`src/rtl/instr_fetch_unit.sv`:
```
// Instruction fetch unit: issues IMEM reads from a PC and buffers returned
// words in a 2-entry FIFO toward decode, with redirect and flow control.
module instr_fetch_unit #(
    parameter int          ADDR_W   = 11,
    parameter int          DATA_W   = 32,
    parameter int unsigned RESET_PC = 0
) (
    input  logic              clk,
    input  logic              rst,
    input  logic              fetch_en,
    input  logic              br_valid,
    input  logic [ADDR_W-1:0] br_target,
    output logic              im_cen,
    output logic              im_wen,
    output logic              im_oen,
    output logic [ADDR_W-1:0] im_addr,
    input  logic [DATA_W-1:0] im_dataout,
    output logic              if_valid,
    input  logic              id_ready,
    output logic [DATA_W-1:0] if_instr,
    output logic [ADDR_W-1:0] if_pc,
    output logic [31:0]       fetch_cnt
);

    typedef enum logic {IDLE, RUN} state_e;

    state_e            state_q, state_d;
    logic [ADDR_W-1:0] pc_q, pc_d;
    logic              infl_q, infl_d;
    logic [ADDR_W-1:0] infl_pc_q, infl_pc_d;
    logic              rd_q, rd_d;
    logic              wr_q, wr_d;
    logic [1:0]        cnt_q, cnt_d;
    logic [31:0]       fcnt_q, fcnt_d;
    logic [DATA_W-1:0] fifo_instr_q [2];
    logic [ADDR_W-1:0] fifo_pc_q [2];

    logic       pop;
    logic       push;
    logic       issue;
    logic [2:0] occ;

    // Occupancy counts slots already promised: buffered plus in flight.
    assign pop   = (cnt_q != 2'd0) && id_ready;
    assign push  = infl_q && !br_valid;
    assign occ   = {1'b0, cnt_q} + {2'b0, infl_q} - {2'b0, pop};
    assign issue = (state_q == RUN) && fetch_en && (occ < 3'd2);

    assign im_addr  = br_valid ? br_target : pc_q;
    assign im_cen   = !issue;
    assign im_oen   = !issue;
    assign im_wen   = 1'b1;
    assign if_valid = (cnt_q != 2'd0);
    assign if_instr = fifo_instr_q[rd_q];
    assign if_pc    = fifo_pc_q[rd_q];
    assign fetch_cnt = fcnt_q;

    always_comb begin
        state_d   = state_q;
        pc_d      = pc_q;
        infl_d    = issue;
        infl_pc_d = im_addr;
        rd_d      = rd_q ^ pop;
        wr_d      = wr_q ^ push;
        cnt_d     = cnt_q + 2'(push) - 2'(pop);
        fcnt_d    = fcnt_q + 32'(pop);

        unique case (state_q)
            IDLE: if (fetch_en)  state_d = RUN;
            RUN:  if (!fetch_en) state_d = IDLE;
            default: state_d = IDLE;
        endcase

        if (issue) begin
            pc_d = im_addr + ADDR_W'(1);
        end else if (br_valid) begin
            pc_d = br_target;
        end

        // A redirect drops everything buffered after the head transfer.
        if (br_valid) begin
            rd_d  = 1'b0;
            wr_d  = 1'b0;
            cnt_d = 2'd0;
        end
    end

    always_ff @(posedge clk) begin
        if (rst) begin
            state_q   <= IDLE;
            pc_q      <= ADDR_W'(RESET_PC);
            infl_q    <= 1'b0;
            infl_pc_q <= '0;
            rd_q      <= 1'b0;
            wr_q      <= 1'b0;
            cnt_q     <= 2'd0;
            fcnt_q    <= 32'd0;
        end else begin
            state_q   <= state_d;
            pc_q      <= pc_d;
            infl_q    <= infl_d;
            infl_pc_q <= infl_pc_d;
            rd_q      <= rd_d;
            wr_q      <= wr_d;
            cnt_q     <= cnt_d;
            fcnt_q    <= fcnt_d;
        end
    end

    always_ff @(posedge clk) begin
        if (push && !rst) begin
            fifo_instr_q[wr_q] <= im_dataout;
            fifo_pc_q[wr_q]    <= infl_pc_q;
        end
    end

endmodule

```
`config.mk`:
```
export PLATFORM = sky130hd
export DESIGN_NAME = instr_fetch_unit
export DESIGN_NICKNAME = d
export VERILOG_FILES = /design/src/rtl/instr_fetch_unit.sv
export SDC_FILE = /design/constraint.sdc
export NUM_CORES = 1
export LEC_CHECK = 0
export ABC_CLOCK_PERIOD_IN_PS = 7600
export BUFFER_PORTS_ARGS = -buffer_cell sky130_fd_sc_hd__buf_2
export CORE_UTILIZATION = 45
export CTS_CLUSTER_SIZE = 16
export DETAILED_ROUTE_END_ITERATION = 10
export GPL_TIMING_DRIVEN = 0
export PLACE_DENSITY = 0.8
export SYNTH_ARGS = -nofsm -noshare
export SYNTH_HDL_FRONTEND = slang
export SYNTH_SLANG_ARGS = --single-unit
```
`constraint.sdc`:
```
create_clock -name clk -period 7.6 [get_ports clk]
set_input_delay 0.76 -clock clk [delete_from_list [all_inputs] [get_ports clk]]
set_output_delay 0.76 -clock clk [all_outputs]
set_load 0.05 [all_outputs]
```
; ---- Word level (Yosys, flattened, before mapping)
; Memory sizes are Yosys's and may differ from the RTL's. A register that Yosys moved wholly into a read port is not among the register bits.
; Cells that the tools add are included.
[totals]
reg_bits = 60
mem_bits_rw = 86
input_bits = 48
output_inout_bits = 90
word_cells = 36
memories = 2
[memory_table]
columns = memory, words, word_bits, rd, rd_ports_with_merged_regs, write_ports, line
row1 = fifo_instr_q, 2, 32, 1, 1, 1, 35  ; logic [DATA_W-1:0] fifo_instr_q [2];
row2 = fifo_pc_q, 2, 11, 1, 1, 1, 36  ; logic [ADDR_W-1:0] fifo_pc_q [2];
[op_classes]
add_sub_neg = 6
n_lt_le_gt_ge = 1
mux = 7
bitwise = 2
reduce_logical = 10
[ops]
columns = cell, count
row1 = $add 32x1->32, 1
row2 = $mux 11, 2
row3 = $add 11x1->11 const B, 1
row4 = $logic_and 1x1->1, 5
row5 = $mux 1, 5
row6 = $add 2x1->3, 1
row7 = $logic_not 1->1, 3
row8 = $lt 3x2->1 const B, 1
row9 = $sub 3x1->3, 1
row10 = $add 2x1->2, 1
row11 = $reduce_bool 2->1, 1
row12 = $reduce_or 2->1, 1
row13 = $sub 2x1->2, 1
row14 = $xor 1x1->1, 2

; ---- Logic depth before layout (Yosys ltp)
; Gate-level depths: netlist (run 1).
[logic_depth]
ltp_word = 6
ltp_mapped = 8
ltp_nobuf = 8

; ---- Worst setup path after synthesis (run 1)
; Ideal clock, no wire load.
[synth_timing]
kind = input to register
start = input port br_valid
end = memory fifo_instr_q[0][0] (enable)
t_arrival_ps = 3097
required_ps = 7156
path_slack_ps = 4059
cell_stages = 5
cell_sequence = buf_6 buf_2 nor2_1 nand2_1 nor2_1
[synth_between]
elab_chain_len = 5
[synth_rtl]
columns = element, line
row1 = "start, declared", 11  ; input logic br_valid,
row2 = $logic_not 1->1, 45  ; assign push = infl_q && !br_valid;
row3 = $logic_and 1x1->1, 45
row4 = $logic_and 1x1->1, 111  ; if (push && !rst) begin
row5 = $mux 1, 111
row6 = $mux 1 (implied by the code), 112  ; fifo_instr_q[wr_q] <= im_dataout;
row7 = "end, declared", 35
; No other way between the ends.

; ---- Final worst setup path (run 1)
[layout_timing]
start = register cnt_q[1]
end = output port im_oen
[layout_between]
elab_chain_len = 6
[layout_rtl]
columns = element, line
row1 = "start, declared", 33  ; logic [1:0] cnt_q, cnt_d;
row2 = "start signal, assigned", 105  ; cnt_q <= cnt_d;
row3 = "parallel branches: the longest is 2 deep, another holds $add 2x1->3", n/a
row4 = $sub 3x1->3 (*), 46  ; assign occ = {1'b0, cnt_q} + {2'b0, infl_q} - {2'b0, pop};
row5 = $lt 3x2->1 (*), 47  ; assign issue = (state_q == RUN) && fetch_en && (occ < 3'd2);
row6 = $logic_and 1x1->1 (*), 47
row7 = $logic_not 1->1 (*), 51  ; assign im_oen = !issue;
row8 = "end, declared", 15  ; output logic im_oen,
; Every way passes the cells marked *.

==> summary.md, run 1 <==
| Metric | Value |
|---|---|
| Antenna Nets Post-Route | `0` |
| Die Span X | `116 µm` |
| Global-route wire length before repair | `~19 mm` |
| Hold Path Class | `reg2reg` |
| RePlAce Congestion | `0.852` |
| CTS Buf Count | `17` |
| Total GRT Usage | `19.0%` |
| Finished Layout Cells | `789` |
| Final period utilization | `48.9%` |
| Critical path class | `reg2out` |
| Number of synthesized register bits | `around 150` |
| Detailed-route wire length per cell | `approximately 16 µm` |
| Seq/Total Area, Yosys | `64.5%` |
| Initial antenna violation count | `1` |
| Worst-margin pin slew | `700 ps` |
| H-Tree Depth | `4` |
| Critical path's slowest cell | `fa_1` |
| Final setup skew | `between 7 and 8 ps` |
| DR vias | `4085` |
| Post-CTS Hold Buffers | `0` |
| CP arrival | `between 2000 and 3000 ps` |
| Worst path max stage delay | `460 ps` |
| # placed instances | `between 700 and 800` |
| Crit path max fanout | `6` |
| Maxcap violations | `0` |
| Hold Fails Final Rpt | `0` |
| Post-CTS Setup Repair Bufs | `0` |
| Worst-skew pair later-pin latency | `410 ps` |
| Via density | `5.18` |
| WHS | `423 ps` |
| Detailed placement HPWL | `8.95 mm` |
| YS warnings | `0` |
| Peak VDD IR | `0.106 mV` |
| Number of synthesized flops with an enable pin | `86` |
| Area grow syn2layout | `26.0%` |
| WP buf/inv | `2` |
| Area post-placement | `6820 µm²` |
| Initial Util | `between 40% and 50%` |
| Top FF cell, synth | `edfxtp_1` |
| RSZ-0062 raised after global routing | `false` |
| Share of post-route cells with drive strength above 1 | `36.7%` |
| Die extent in y | `116 µm` |
| Final slew viol count | `0` |
| Pint | `1360 µW` |
| Ys async rst share | `0%` |
| Required time of the critical path | `6840 ps` |
| Io pins | `138` |
| Switching Fraction | `21.6%` |
| Design Area, Final | `7390 µm²` |
| DRT Pass-1 Iters | `4` |
| Post-Synthesis Cells | `446` |
| Crit start category | `flop` |
| Commonest non-fill, non-tap cells in the layout | `buf_2, edfxtp_1, dfxtp_1, mux2_2, nor2_1` |
| TritonCTS Sinks | `146` |
| Sw Pwr | `375 µW` |
| Leak | `0.00287 µW` |
| Kind of cell adding the most delay to the critical path | `compound AO/OA/AOI/OAI gates` |
| Site row count | `between 40 and 50` |
| Yosys cell types | `45` |
| Iteration-0 DRC Markers | `226` |
| CTS-repair resized insts | `0` |
| Pwr Density | `234 nW/µm²` |
| CTS tree | `built` |
| Seq pwr share | `about half` |
| Total gr overflow | `0` |
| Root Driver | `clkbuf_16` |
| DRC | `0` |
| Core ar. | `12700 µm²` |
| Largest net degree at the start of global routing | `38` |
| Routed WL | `between 10 and 15 mm` |
| Mapped cell area | `5870 µm²` |
| Worst setup EP type | `primary output` |
| Clk slew on worst S/H paths | `60 ps` |
| Final WS setup | `3880 ps` |
| Area of the die | `about 14000 µm²` |
| Clock Power Share | `a little under half` |
| CP Cell Sequence | `o21ai_1 > nor2_1 > o21ai_0 > fa_1 > and3_1 > nand2_1 > buf_4 > buf_2` |
| Pre-CTS setup slack | `3970 ps` |
| Vias in the first global route | `3981` |
| Most common cell after layout, fill and taps aside | `buf_2` |
| I/O Buffers | `135` |
| Synth Area per Inst | `13.2 µm²` |
| Fill count | `1036` |
| Finish-stage setup viols | `0` |
| Status | `finished clean` |
| Final Critical Period | `3720 ps` |
| Total negative setup slack | `0 ps` |
| Post-layout nets | `655` |
| Gate power share | `5.1%` |
| F_max | `0.269 GHz` |
| Clk buf depth | `2` |
| Slew Limit Headroom | `a little over half` |
| Post-synth net total | `499` |
[flip-flops by register name (all words and copies together), names as in the netlist]
register and count:
cnt_q 2, fetch_cnt 32, fifo_instr_q 64, fifo_pc_q 22, infl_pc_q 11, infl_q 1, pc_q 11, rd_q 1
state_q 1, wr_q 1
[metrics by stage]
stage	utilization (%)	power, µW
floorplan	-	924
global placement	53.4	953
CTS	58.3	1750
global route	58.3	1790
detailed placement	53.8	956
finish	58.4	1730
[path summary, 6_finish.rpt]
kind / from / end / cells past startpoint / slack (ps)
max reg2reg: cnt_q[1] / pc_q[10] / 8 / 4510
min reg2reg: infl_pc_q[1] / fifo_pc_q[0][1] / 0 / 420
max: cnt_q[1] / im_oen / 8 / 3880
min: infl_pc_q[1] / fifo_pc_q[0][1] / 0 / 420
[power by group through the flow]
stage                     combinational [µW]  sequential [µW]  clock (µW)
final                                   88.5              851         793
after global routing                    96.6              851         842
after CTS                               89.4              850         809
after detailed placement                88.7              867           0
after global placement                  85.9              867           0
after floorplan                         57.9              866           0
[kinds of logic after synthesis]
family	count (synthesis)	share of synthesized area, %
buffers and inverters	40	2.92
xor gates and xnor gates	18	2.81
muxes	57	10.8
and+or+nand+nor	128	12.4
DFF	146	64.5
other	1	0.0639
adders and majority gates	5	1.19
AOI/OAI and AO/OA	51	5.41
[layer usage]
metal / wire [µm] / vias to the layer above / share of wire [%] / GRT usage (%)
met2: 6090 / 153 / 49 / 32.5
met4: 139 / 0 / 1.1 / 7.95
met1: 5090 / 1949 / 41 / 21.5
met5: 0 / - / 0 / 0
met3: 1020 / 11 / 8.3 / 6.59
li1: - / 1972 / - / -
[cell usage after synthesis (6+ instances only)]
master    number  area, µm²
mux2i_1       10        100
xor2_1         9       78.8
a21oi_1       21        105
mux2_2        45        507
nor2b_1        6       37.5
or4_1         18        135
xnor2_1        8       70.1
inv_1         16       60.1
o31ai_1       17        128
nor3_1         9       45.0
nand2_1       15       56.3
nand3_1       10       50.1
nand4_1        7       43.8
dfxtp_1       60       1200
nor2_1        32        120
and2_1         6       37.5
clkbuf_1      13       48.8
edfxtp_1      86       2580
[cell type report]
type | count | area (µm²) | share of cell area, %
inverter | 17 | 65.1 | 0.880
clock buffer | 20 | 437 | 5.91
multi-input combinational | 260 | 1920 | 26.0
clock inverter | 12 | 135 | 1.83
antenna | 2 | 5.00 | 0.0677
sequential | 146 | 3780 | 51.2
tap | 172 | 215 | 2.91
timing repair buffer | 137 | 723 | 9.78
buffer | 23 | 106 | 1.44
Note: power is estimated with default switching activity, not from simulation.
==> run 2, diff against run 1 <==
--- a/config.mk
+++ b/config.mk
@@ -5,7 +5,7 @@
 export SDC_FILE = /design/constraint.sdc
 export NUM_CORES = 1
 export LEC_CHECK = 0
-export ABC_CLOCK_PERIOD_IN_PS = 7600
+export ABC_CLOCK_PERIOD_IN_PS = 3500
 export BUFFER_PORTS_ARGS = -buffer_cell sky130_fd_sc_hd__buf_2
 export CORE_UTILIZATION = 45
 export CTS_CLUSTER_SIZE = 16
==> constraint.sdc (replaced) <==
create_clock -name clk -period 3.5 [get_ports clk]
set_input_delay 0.35 -clock clk [delete_from_list [all_inputs] [get_ports clk]]
set_output_delay 0.35 -clock clk [all_outputs]
set_load 0.05 [all_outputs]
==> run 2 against run 1 <==
  * Critical path depth did not move
  * Largest power group unchanged
  * Sequential power rose by 120%
  * Clock skew fell by 1.6 ps
  * Total power rose by 120%
  * Worst setup slack got worse by 3600 ps
  * Largest cell class unchanged
  * Register-to-register slack got worse by 4000 ps
==> summary.md, run 2 (synthesized netlist as in run 1, its figures left out) <==
| Metric | Value |
|---|---|
| Clk slew on worst S/H paths | `60 ps (about the same)` |
| Largest net degree at the start of global routing | `38 (unchanged)` |
| Final Critical Period | `3180 ps` |
| Critical path's slowest cell | `fa_1` |
| RSZ-0062 raised after global routing | `false` |
| Final core occ | `58.4% (about the same)` |
| Leak | `0.00287 µW (about the same)` |
| Worst-skew pair later-pin latency | `410 ps (about the same)` |
| Slew Limit Headroom | `53.2% (about the same)` |
| CP arrival | `2830 ps (-130 ps)` |
| RePlAce Congestion | `0.852 (unchanged)` |
| TritonCTS Sinks | `146 (unchanged)` |
| Via density | `5.19 (+0.22%)` |
| Antenna Nets Post-Route | `0 (unchanged)` |
| Final setup skew | `6.06 ps (-1.62 ps)` |
| Crit path max fanout | `6 (unchanged)` |
| Die extent in y | `116 µm (unchanged)` |
| Clk buf depth | `2 (unchanged)` |
| Hold path start | `im_dataout[23]` |
| Routed WL | `12.3 mm (+0.12%)` |
| Worst path max stage delay | `510 ps (+50 ps)` |
| WP buf/inv | `2 (unchanged)` |
| Iteration-0 DRC Markers | `225 (-0.44%)` |
| Critical path class | `reg2out` |
| DR vias | `4094 (+0.22%)` |
| Required time of the critical path | `3150 ps (-3690 ps)` |
| Initial Util | `46.3% (unchanged)` |
| Hold Fails Final Rpt | `0 (unchanged)` |
| DRT Pass-1 Iters | `4 (unchanged)` |
| R2r startpoint | `cnt_q[1]` |
| Most common cell after layout, fill and taps aside | `buf_2` |
| Biggest register | `fifo_instr_q` |
| Detailed placement HPWL | `8.95 mm (unchanged)` |
| Final period utilization | `91.0%` |
| CP Cell Sequence | `o21ai_2 > nor2_1 > o21ai_0 > fa_1 > and3_1 > nand2_1 > buf_4 > buf_2` |
| Area grow syn2layout | `26.0% (about the same)` |
| Crit start category | `flop` |
| Share of post-route cells with drive strength above 1 | `36.9% (+0.16 points)` |
| Finish-stage setup viols | `0 (unchanged)` |
| Site row count | `41 (unchanged)` |
| F_max | `~0.31 GHz` |
| Total gr overflow | `0 (unchanged)` |
| H-Tree Depth | `4 (unchanged)` |
| Core ar. | `12700 µm² (unchanged)` |
| Worst-margin pin slew | `701 ps (+0.495 ps)` |
| Commonest non-fill, non-tap cells in the layout | `buf_2, edfxtp_1, dfxtp_1, mux2_2, nor2_1` |
| Status | `finished clean` |
| Io pins | `138 (unchanged)` |
| Final slew viol count | `0 (unchanged)` |
| CTS Buf Count | `17 (unchanged)` |
| Global-route wire length before repair | `19.2 mm (unchanged)` |
| Post-CTS Setup Repair Bufs | `0 (unchanged)` |
| Fill count | `1037 (+0.097%)` |
| Total GRT Usage | `19.0% (unchanged)` |
| WHS | `132 ps (-291 ps)` |
| Setup crit start | `cnt_q[1]` |
| Hold Path Class | `in2reg` |
| Max FFs per register | `64 (unchanged)` |
| Kind of cell adding the most delay to the critical path | `simple AND/OR/NAND/NOR gates` |
| DRC | `0 (unchanged)` |
| CTS tree | `built` |
| Detailed-route wire length per cell | `15.7 µm (+0.12%)` |
| Initial antenna violation count | `1 (unchanged)` |
| Area of the die | `13500 µm² (unchanged)` |
| Vias in the first global route | `3981 (unchanged)` |
| Post-CTS Hold Buffers | `0 (unchanged)` |
| Root Driver | `clkbuf_16` |
| Post-layout nets | `655 (unchanged)` |
| Maxcap violations | `0 (unchanged)` |
| Die Span X | `116 µm (unchanged)` |
| I/O Buffers | `135 (unchanged)` |
| Peak VDD IR | `0.229 mV (+120%)` |
| Worst setup EP type | `primary output` |
| Pwr Density | `508 nW/µm² (+120%)` |
run 2: path summary, 6_finish.rpt:
kind	end	slack, ps	cells past startpoint
max	im_oen	320	8
min	fifo_instr_q[0][23]	130	1
max reg2reg	pc_q[10]	480	8
min reg2reg	fifo_pc_q[0][1]	420	0
run 2: area by class of cell:
class                           count  area [µm²]  area share [%]
Sequential cell                   146        3780            51.1
Multi-Input combinational cell    260        1930            26.1
Timing Repair Buffer              137         723            9.78
Clock buffer                       20         437            5.90
Tap cell                          172         215            2.91
Clock inverter                     12         135            1.83
Buffer                             23         106            1.44
Inverter                           17        65.1           0.879
Antenna cell                        2        5.00          0.0676
run 2: worst register-to-register path: stages, from the launching register on:
cell	delay, ps
dfxtp_1	500
o21ai_2	170
nor2_1	200
o21ai_0	160
fa_1	510
and3_1	300
nand4_4	200
nor4_1	500
mux2_2	380
run 2: timing repair:
action,CTS,global route
hold endpoints to repair,0,0
endpoints found under the setup margin,0,1
gates resized for setup,0,1
run 2: per-stage QoR:
stage / total power [µW] / cell area [µm²] / instances / setup slack [ps] / TNS (ps)
after CTS: 3800 / 7390 / 787 / 150 / 0
after floorplan: 2010 / 5870 / 446 / 369 / 0
after global placement: 2070 / 6760 / 753 / -741 / -31810
after detailed placement: 2080 / 6820 / 755 / 378 / 0
after global routing: 3890 / 7390 / 787 / 104 / 0
final: 3760 / 7400 / 789 / 317 / 0
run 2: layer usage:
metal | vias to the layer above | global-route usage [%] | routed length [µm]
li1 | 1972 | - | -
met3 | 12 | 6.59 | 1010
met1 | 1962 | 21.5 | 5110
met2 | 148 | 32.5 | 6100
met4 | 0 | 7.95 | 138
met5 | - | 0 | 0
run 2: power by group:
| group | total [µW] | internal, µW | leakage, µW | switching (µW) |
|---|---|---|---|---|
| Clock | 1720 | 1050 | 0.000268 | 670 |
| Sequential | 1850 | 1840 | 0.00126 | 8.45 |
| Combinational | 192 | 59.5 | 0.00134 | 133 |
